## config.mk

```make
export PLATFORM = sky130hd
export DESIGN_NAME = req_encoder_8to3
export DESIGN_NICKNAME = d
export VERILOG_FILES = /design/src/rtl/req_encoder_8to3.sv
export SDC_FILE = /design/constraint.sdc
export NUM_CORES = 1
export LEC_CHECK = 0
export ABC_AREA = 1
export BUFFER_PORTS_ARGS = -buffer_cell sky130_fd_sc_hd__buf_2
export CORE_UTILIZATION = 29
export DETAILED_ROUTE_END_ITERATION = 10
export PLACE_DENSITY_LB_ADDON = 0.05
export SLEW_MARGIN = 20
export SYNTH_ARGS = -nofsm -noshare
export SYNTH_HDL_FRONTEND = slang
export SYNTH_SLANG_ARGS = --single-unit
```

## constraint.sdc

```tcl
create_clock -name clk -period 3.3 [get_ports clk]
set_clock_uncertainty 0.2 [all_clocks]
set_input_delay 0.165 -clock clk [delete_from_list [all_inputs] [get_ports clk]]
set_output_delay 0.165 -clock clk [all_outputs]
set_load 0.02 [all_outputs]
```

## src/rtl/req_encoder_8to3.sv

```systemverilog
// Sequential multi-hot to binary encoder: accepts a request vector and emits
// the index of each set bit, lowest first, one per output handshake.
module req_encoder_8to3 #(
    parameter int N = 8,
    parameter int W = 3
) (
    input  logic         clk,
    input  logic         rst,
    input  logic         in_valid,
    output logic         in_ready,
    input  logic [N-1:0] in_vec,
    output logic         out_valid,
    input  logic         out_ready,
    output logic [W-1:0] out_idx,
    output logic         out_last,
    output logic [W:0]   pend_cnt
);

    typedef enum logic {
        IDLE,
        DRAIN
    } state_t;

    state_t       r_state;
    logic [N-1:0] r_pend;

    logic [W-1:0] w_low_idx;
    logic [W:0]   w_cnt;
    logic         w_drain;
    logic         w_xfer;
    logic         w_accept;

    // NOTE: combinational blocks assign a default first so no path holds a value (no latch).
    always_comb begin
        w_low_idx = '0;
        for (int i = N - 1; i >= 0; i--) begin
            if (r_pend[i]) w_low_idx = W'(i);
        end
    end

    always_comb begin
        w_cnt = '0;
        for (int i = 0; i < N; i++) begin
            w_cnt = w_cnt + (W+1)'(r_pend[i]);
        end
    end

    // Outputs are forced quiet while rst is high so no beat can transfer then.
    assign w_drain   = !rst && (r_state == DRAIN);
    assign out_valid = w_drain;
    assign out_idx   = w_drain ? w_low_idx : '0;
    assign pend_cnt  = w_drain ? w_cnt : '0;
    assign out_last  = w_drain && (w_cnt == (W+1)'(1));

    assign in_ready  = !rst && ((r_state == IDLE) || (out_ready && out_last));
    assign w_xfer    = out_valid && out_ready;
    assign w_accept  = in_valid && in_ready;

    // NOTE: sequential state uses non-blocking assignments only.
    always_ff @(posedge clk) begin
        if (rst) begin
            r_state <= IDLE;
            r_pend  <= '0;
        end else if (w_accept) begin
            // Covers both IDLE loads and a new vector on the last beat of the previous one.
            r_pend  <= in_vec;
            r_state <= (in_vec != '0) ? DRAIN : IDLE;
        end else if (w_xfer) begin
            // Clearing the lowest set bit is exactly the bit at out_idx.
            r_pend  <= r_pend & (r_pend - N'(1));
            r_state <= out_last ? IDLE : DRAIN;
        end
    end

endmodule
```

==> results of run 1 <==
final timing paths:
check,end,slack (ps),startpoint,depth (start not counted)
worst max-delay path,in_ready,-500,r_pend[0],13
worst min register to register,r_pend[7],340,r_pend[7],2
worst max register to register,r_pend[1],-470,r_pend[0],16
worst min-delay path,r_state,60,in_vec[3],5
report_power, final:
| part | total, µW | switching (µW) | internal, µW |
|---|---|---|---|
| logic | 223 | 126 | 96.7 |
| registers | 132 | 13.2 | 119 |
| clock network | 87.9 | 41.1 | 46.7 |
| total | 443 | 181 | 262 |
routing by layer:
| metal | track usage | wire [µm] |
|---|---|---|
| met1 | 0.238 | 1290 |
| met5 | 0 | 0 |
| met2 | 0.250 | 1260 |
| met4 | 0.0418 | 14 |
| met3 | 0.0276 | 96 |
sequential cells by signal, indices dropped and copies added, names as in the netlist:
signal   count
r_pend       8
r_state      1
cells by family after synthesis:
logic type | after synthesis | synth area share
AOI/OAI and AO/OA | 16 | 0.104
adders and majority gates | 9 | 0.165
buffers and inverters | 32 | 0.152
DFF | 9 | 0.209
and+or+nand+nor | 65 | 0.369
worst max-delay path: cells and delay by family (launching register included):
kind            cells  cell delay, ps
fa+ha+maj           5            2080
compound gates      1             140
flops               1             330
simple gates        2             260
buf+inv             5             370
area by class of cell:
cell class,count,area (µm²)
Sequential cell,9,181
Tap cell,31,38.8
Inverter,30,115
Timing Repair Buffer,38,287
Multi-Input combinational cell,91,631
Clock buffer,4,26.3
Fill cell,293,1500
placed cells by master (no fill, tap or decap), types with 3 or more instances in the layout:
cell type / n
a21oi_1: 6
a21oi_2: 3
buf_2: 15
buf_4: 11
buf_6: 7
clkbuf_4: 3
dfxtp_1: 8
dlygate4sd3_1: 5
fa_1: 4
ha_1: 4
inv_1: 24
inv_2: 5
nand2_1: 20
nand2_2: 8
nand3_1: 10
nand4_1: 5
nor2_1: 9
nor3_1: 3
metrics by stage:
| step | total power, µW | setup WS (ps) | cells | hold slack, ps |
|---|---|---|---|---|
| 3_3_place_gp | 302 | -377 | 191 | 216 |
| 4_1_cts | 399 | -471 | 200 | 73.5 |
| 6_report | 443 | -497 | 203 | 65.0 |
| 3_5_place_dp | 302 | -421 | 191 | 212 |
| 2_1_floorplan | 243 | -267 | 131 | 26.7 |
| 5_1_grt | 472 | -641 | 203 | 105 |
timing repair:
action,in CTS,in global routing
hold buffers,5,0
setup endpoints to repair,13,15
pin swaps,1,3
cloned,0,1
buffers inserted,0,2
endpoints found under the hold margin,7,0
gates resized for setup,8,30
==> metrics.txt, run 1 <==
mean cell area of the mapped netlist 6.58 µm²; final non-filler cell area 1280 µm²; WL per Instance 13.1 µm; number of antenna violations at the first check in global routing 0; signed area change from the synthesized netlist to the final layout 48.3%; drt drc 0; first-pass GRT wire length 4120 µm; crit share post-route 1.15; Post-DP Area 1060 µm²; Total Die Area 3190 µm²; leading cell type by number of instances after synthesis inv_1; unrepaired setup endpoints after global routing true; type of the worst min-delay path primary input to flip-flop; most frequent cells after synthesis inv_1 (29), nand2_1 (26), nand3_1 (12); maximum clock path buffer count 2; IO buf count 21; share of flip-flops with an asynchronous set or reset 0; worst endpoint required time 2930 ps; area inside the core boundary 2780 µm²; peak per-stage delay on the critical path 520 ps; depth of the CTS H-tree 1; total clock buffers created by CTS 3; kind of critical path flip-flop to output port; post-synthesis cell count 131; worst IR drop on VDD 283 µV; hold violation count in the final report 0; via total after detailed routing 990; remaining antenna violation count after routing 0; total inserted antenna cells 0; type of destination of the critical path output port; final setup violating endpoints 13; Cell Pwr Density 347 nW/µm²; critical path's most frequent cell fa_1; sequential share of the synthesized area 0.209; leak pwr 0.000631 µW; post-DP HPWL 1920 µm; pin count of the biggest net entering global routing 15; via density per instance 4.88; TritonCTS clock tree yes; final wirelength 2660 µm; I/O pin cnt 22; result of the run finished, violations left; Iteration-0 DRC Markers 29; Slew @ Worst Pin 520 ps; CP Max Fanout 2; share of the synthesized area in the top cell type 0.209; Final Net Count 194; Overflow after GRT 0; core occupancy in the finished layout 0.460; row count 19; number of warnings issued by yosys 0; commonest register cell after synthesis dfxtp_1; max capacitance violation total 0; net count after synthesis 152; number of flops mapped to enable cells by yosys 0; fraction of final layout cells sized beyond drive strength 1 0.384; violations in the final reports setup timing; Distinct cells, synth 24; overall routing resource usage 0.164; Clock Tree Root clkbuf_4; synth top area cells dfxtp_1 (21%), inv_1 (13%), nand2_1 (11%); headroom to the max-slew limit 0.653; critical path cell sequence fa_1 > inv_1 > fa_1 > fa_1 > inv_2 > ha_4 > inv_2 > fa_1 > inv_1 > nor2_2 > nand4_2 > a21oi_2 > buf_4; Synth Cell Area 862 µm²; number of optimization iterations in the first detailed-route pass 4; final setup margin -497 ps; Seq cells post-synth 9; later-pin clock latency in the skew report 270 ps; max-slew violations 0; timing-limited maximum frequency 0.263 GHz; area leader, netlist dfxtp_1; vias in the first global route 917; final RePlAce weighted congestion 0.832; Die Wd 56.5 µm; Crit-path slowest cell fa_1; minimum clock period after layout 3800 ps; chip height 56.5 µm; starting utilization of the core area 0.310; Sum Neg Setup Slack -5200 ps; clock-pin slew on the worst setup and hold paths 70 ps; sort of element at the start of the critical path flip-flop; arrival time of the worst setup path 3430 ps; clk sinks 9
(Power assumes the default switching activity.)
==> run 2, diff against run 1 <==
REMOVE_ABC_BUFFERS = 1   (was default)
==> run 2 against run 1 <==
  * Critical path depth did not move
  * Core utilization is 0.58 points higher
  * Global-route usage barely moved
  * Largest power group unchanged
  * Critical path type unchanged
  * Sequential power hardly changed
  * Hold slack is essentially flat
  * Largest cell class unchanged
  * Sequential share of layout area is 0.18 points lower
  * First-iteration DRC count down 17%
  * Total power grew 0.29%
  * Maximum frequency is 0.16% higher
  * The flow still finishes with violations (setup timing)
  * Setup slack better by 5.9 ps
  * Count of clock-buffer cells in the layout is the same
  * Combinational power about the same
==> metrics.txt, run 2 (synthesis gave the netlist of run 1 again) <==
result of the run finished, violations left; violations in the final reports setup timing; maximum clock path buffer count 2; final setup margin -491 ps; kind of critical path flip-flop to output port; Sw Share 0.410; max capacitance violation total 0; type of destination of the critical path output port; leading cell type in the layout, fill and taps excluded inv_1; Overflow after GRT 0; overall routing resource usage 0.164; chip height 56.5 µm; number of optimization iterations in the first detailed-route pass 6; type of the worst min-delay path primary input to flip-flop; crit share post-route 1.15; reg-to-reg critical path endpoint r_pend[0]; headroom to the max-slew limit 0.653; final RePlAce weighted congestion 0.768; Die Wd 56.5 µm; worst hold slack 64.6 ps; R2R depth 16; Logic pwr share 0.504; I/O pin cnt 22; Crit-path slowest cell fa_1; worst endpoint required time 2930 ps; Total Die Area 3190 µm²; depth of the CTS H-tree 1; peak per-stage delay on the critical path 530 ps; via density per instance 4.97; total clock buffers created by CTS 3; hold violation count in the final report 0; critical path cell sequence fa_1 > inv_1 > fa_1 > fa_1 > inv_2 > ha_4 > inv_2 > fa_1 > inv_1 > nor2_2 > nand4_2 > a21oi_2 > buf_4; final setup violating endpoints 13; total inserted antenna cells 0; Crit path buffers/inverters 5; Final Net Count 194; first-pass GRT wire length 4050 µm; Iteration-0 DRC Markers 24; via total after detailed routing 1,008; max-slew violations 0; IO buf count 21; vias in the first global route 900; share of total power in the clock network 0.200; Post-DP Area 1070 µm²; final non-filler cell area 1290 µm²; later-pin clock latency in the skew report 270 ps; clock-pin slew on the worst setup and hold paths 70 ps; timing-limited maximum frequency 0.264 GHz; most flop-heavy register r_pend; worst IR drop on VDD 180 µV; sort of element at the start of the critical path flip-flop; family with the most delay on the worst path adder cells; Slew @ Worst Pin 520 ps; launch point of the worst reg-to-reg path r_pend[0]; WL per Instance 12.6 µm; worst reg2reg setup slack -440 ps; clk sinks 9; critical path's most frequent cell fa_1; row count 19; number of antenna violations at the first check in global routing 0; unrepaired setup endpoints after global routing true; worst hold start in_vec[3]; TritonCTS clock tree yes; number of cells in the finished layout apart from fillers 203; CP Max Fanout 2; placed instance count 192; post-DP HPWL 1860 µm; fraction of final layout cells sized beyond drive strength 1 0.419; worst setup path start r_pend[0]; minimum clock period after layout 3790 ps; Clock Tree Root clkbuf_4; pin count of the biggest net entering global routing 15; switching component of the power 182 µW; area inside the core boundary 2780 µm²; registers with the highest flip-flop counts r_pend x8, r_state x1; path length in cells of the critical path 13; starting utilization of the core area 0.310; drt drc 0; internal power 262 µW; flip-flop count of the largest register after layout 8; signed area change from the synthesized netlist to the final layout 50.2%; arrival time of the worst setup path 3430 ps; portion of total power attributed to sequential cells 0.296; Post-Place Setup Slack -439 ps; most frequent cells in the layout inv_1 (24), buf_2 (15), nand2_2 (14), nand2_1 (14), buf_4 (12); Worst Setup EP in_ready; final wirelength 2560 µm; leak pwr 0.000629 µW; Cell Pwr Density 343 nW/µm²; remaining antenna violation count after routing 0; Sum Neg Setup Slack -5100 ps
run 2: power by group through the flow:
stage	clock network, µW	registers (µW)	logic [µW]
CTS	87.0	130	185
global placement	0	132	172
detailed placement	0	132	171
global route	97.5	134	247
floorplan	0	131	109
finish	89.0	132	224
run 2: worst reg2reg max path, stage by stage, from the launching register on:
cell and delay [ps]:
dfxtp_2 330, fa_1 530, inv_1 50, fa_1 500
fa_1 430, inv_2 80, ha_4 130, inv_2 30
fa_1 510, inv_1 60, nor2_2 110, nand4_2 110
nand2_2 140, nand3_4 160, inv_4 130, nand2_2 60
a21oi_2 110
run 2: final cells by class:
class	instances	area [µm²]
Sequential cell	9	181
Fill cell	289	1490
Clock buffer	4	26.3
Timing Repair Buffer	38	283
Multi-Input combinational cell	91	651
Tap cell	31	38.8
Inverter	30	115
run 2: layer usage:
metal | vias to the layer above | global-route usage | wire length, µm | part of all wire
met5 | - | 0 | 0 | 0
met4 | 0 | 0.0627 | 24 | 0.0094
met3 | 5 | 0.0230 | 117 | 0.046
met2 | 32 | 0.252 | 1250 | 0.49
met1 | 466 | 0.232 | 1160 | 0.45
li1 | 505 | - | - | -
run 2: what timing repair did:
action                     CTS  global route
buffers inserted             1             0
cloned                       0             1
hold buffers                 5             0
hold endpoints to repair     8             0
pin swaps                    1             6
gates resized for setup      9            36
setup endpoints to repair   13            15
run 2: through the flow:
step,total power (µW),util
global placement,304,0.385
finish,444,0.466
global route,478,0.466
floorplan,240,-
detailed placement,303,0.385
CTS,402,0.422
run 2: how the worst min path moves through the flow:
stage / slack [ps] / to / cells past startpoint
6_report: 60 / r_state / 5
5_1_grt: 100 / r_pend[3] / 5
4_1_cts: 70 / r_state / 5
3_5_place_dp: 210 / r_pend[7] / 3
3_3_place_gp: 210 / r_pend[7] / 3
2_1_floorplan: 30 / r_pend[4] / 1
==> run 3, diff against run 2 <==
CORE_UTILIZATION = 30   (was 29)
==> run 3 against run 2 <==
  * Sequential share of layout area is 0.68 points lower
  * Total power is 2.8% higher
  * Maximum frequency is 0.91% lower
  * The run still ends with setup timing left
  * Routed wire length is 1.4% higher
  * Core utilization is 3.2 points higher
  * Die area is 3.2% lower
  * Final cell count is 2.0% higher
  * Sequential power hardly changed
  * Setup slack worse by 35 ps
  * Largest power group unchanged
  * Highest routed layer unchanged
  * Register-to-register slack worse by 70 ps
==> metrics.txt, run 3 (synthesis gave the netlist of run 1 again) <==
result of the run finished, violations left; violations in the final reports setup timing; minimum clock period after layout 3830 ps; starting utilization of the core area 0.315; met3 global-route usage 0.0302; total clock buffers created by CTS 3; headroom to the max-slew limit 0.666; overall routing resource usage 0.178; depth of the worst hold-timing path 5; row count 19; area inside the core boundary 2730 µm²; via total after detailed routing 1,000; terminating pin of the worst hold path r_pend[2]; type of the worst min-delay path primary input to flip-flop; number of antenna violations at the first check in global routing 0; clk sinks 9; most frequent cells in the layout inv_1 (24), nand2_1 (17), buf_2 (15); number of cells in the finished layout apart from fillers 207; worst reg2reg setup slack -510 ps; total inserted antenna cells 0; final RePlAce weighted congestion 0.771; unrepaired setup endpoints after global routing true; worst endpoint required time 2930 ps; Overflow after GRT 0; met2 Resource Use GR 0.306; max-slew violations 0; drt drc 0; Slew @ Worst Pin 501 ps; Post-DP Area 1060 µm²; timing-limited maximum frequency 0.261 GHz; placed instance count 191; R2R depth 17; GRT Max-Usage Layer met2; maximum clock path buffer count 2; registers with the highest flip-flop counts r_pend x8, r_state x1; flip-flop count of the largest register after layout 8; leak pwr 0.000686 µW; final setup violating endpoints 13; depth of the CTS H-tree 1; first-pass GRT wire length 4360 µm; via density per instance 4.83; signed area change from the synthesized netlist to the final layout 57.9%; I/O pin cnt 22; Total Die Area 3090 µm²; Filler Cell Count 267; met1 Resource Use GR 0.228; chip height 55.6 µm; clock-pin slew on the worst setup and hold paths 70 ps; kind of critical path flip-flop to output port; launch point of the worst reg-to-reg path r_pend[0]; Cell Pwr Density 336 nW/µm²; WL per Instance 12.5 µm; most flop-heavy register r_pend; Die Wd 55.6 µm; worst IR drop on VDD 182 µV; vias in the first global route 990; type of destination of the critical path output port; number of optimization iterations in the first detailed-route pass 4; worst hold start in_vec[2]; arrival time of the worst setup path 3460 ps; sequential cell area in the final layout 181 µm²; reg-to-reg critical path endpoint r_pend[0]; Clock Tree Root clkbuf_4; crit share post-route 1.16; IO buf count 21; multi-input gate area in the final layout 672 µm²; leading cell type in the layout, fill and taps excluded inv_1; CP Max Fanout 2; final wirelength 2590 µm; pin count of the biggest net entering global routing 13; Power, Total 457 µW; remaining antenna violation count after routing 0; sort of element at the start of the critical path flip-flop; Final Net Count 198; later-pin clock latency in the skew report 260 ps; final non-filler cell area 1360 µm²; final setup margin -526 ps; hold violation count in the final report 0; fraction of final layout cells sized beyond drive strength 1 0.415; post-DP HPWL 1820 µm; max capacitance violation total 0; Iteration-0 DRC Markers 19; TritonCTS clock tree yes
[run 3: layer usage]
metal / routed length (µm) / vias to the layer above
met2: 1220 / 27
met5: 0 / -
met3: 109 / 2
met4: 15 / 0
li1: - / 514
met1: 1240 / 457
[run 3: worst max path at each step]
stage          slack (ps)   endpoint      start
5_1_grt              -650  r_pend[0]  r_pend[0]
3_5_place_dp         -480  r_pend[0]  r_pend[0]
4_1_cts              -530   in_ready  r_pend[0]
2_1_floorplan        -310  r_pend[0]  r_pend[0]
6_report             -530   in_ready  r_pend[0]
3_3_place_gp         -400  r_pend[0]  r_pend[0]
[run 3: timing repair]
item / 4_1_cts / 5_1_grt
endpoints found under the setup margin: 13 / 15
hold buffers: 5 / 0
resized for setup: 28 / 22
gates cloned: 1 / 0
buffers inserted: 6 / 1
hold endpoints to repair: 8 / 0
pin swaps: 11 / 8
[run 3: layout make-up]
class,instances,area share
multi-input combinational,91,0.494
timing repair buffer,42,0.241
sequential,9,0.133
inverter,30,0.0846
tap,31,0.0285
clock buffer,4,0.0193
[run 3: power by group]
| part | internal, µW | total (µW) | switching (µW) |
|---|---|---|---|
| clock network | 46.7 | 87.0 | 40.3 |
| logic | 106 | 237 | 131 |
| registers | 119 | 133 | 14.1 |
[run 3: critical path, stage by stage (launching register included)]
cell and delay (ps):
dfxtp_2 330, fa_1 530, inv_1 50, fa_1 490
fa_1 430, inv_2 80, ha_4 130, inv_2 30
fa_2 530, inv_2 50, nor2_4 120, nand4_4 110
a21oi_2 160, buf_4 160
[run 3: metrics by stage]
stage / util / setup TNS, ps / setup WS (ps) / hold WS (ps)
6_report: 0.498 / -5710 / -526 / 77.2
5_1_grt: 0.498 / -7450 / -647 / 106
4_1_cts: 0.465 / -5830 / -528 / 71.8
3_5_place_dp: 0.389 / -4150 / -479 / 208
3_3_place_gp: 0.389 / -3560 / -400 / 223
2_1_floorplan: - / -2490 / -308 / 27.4
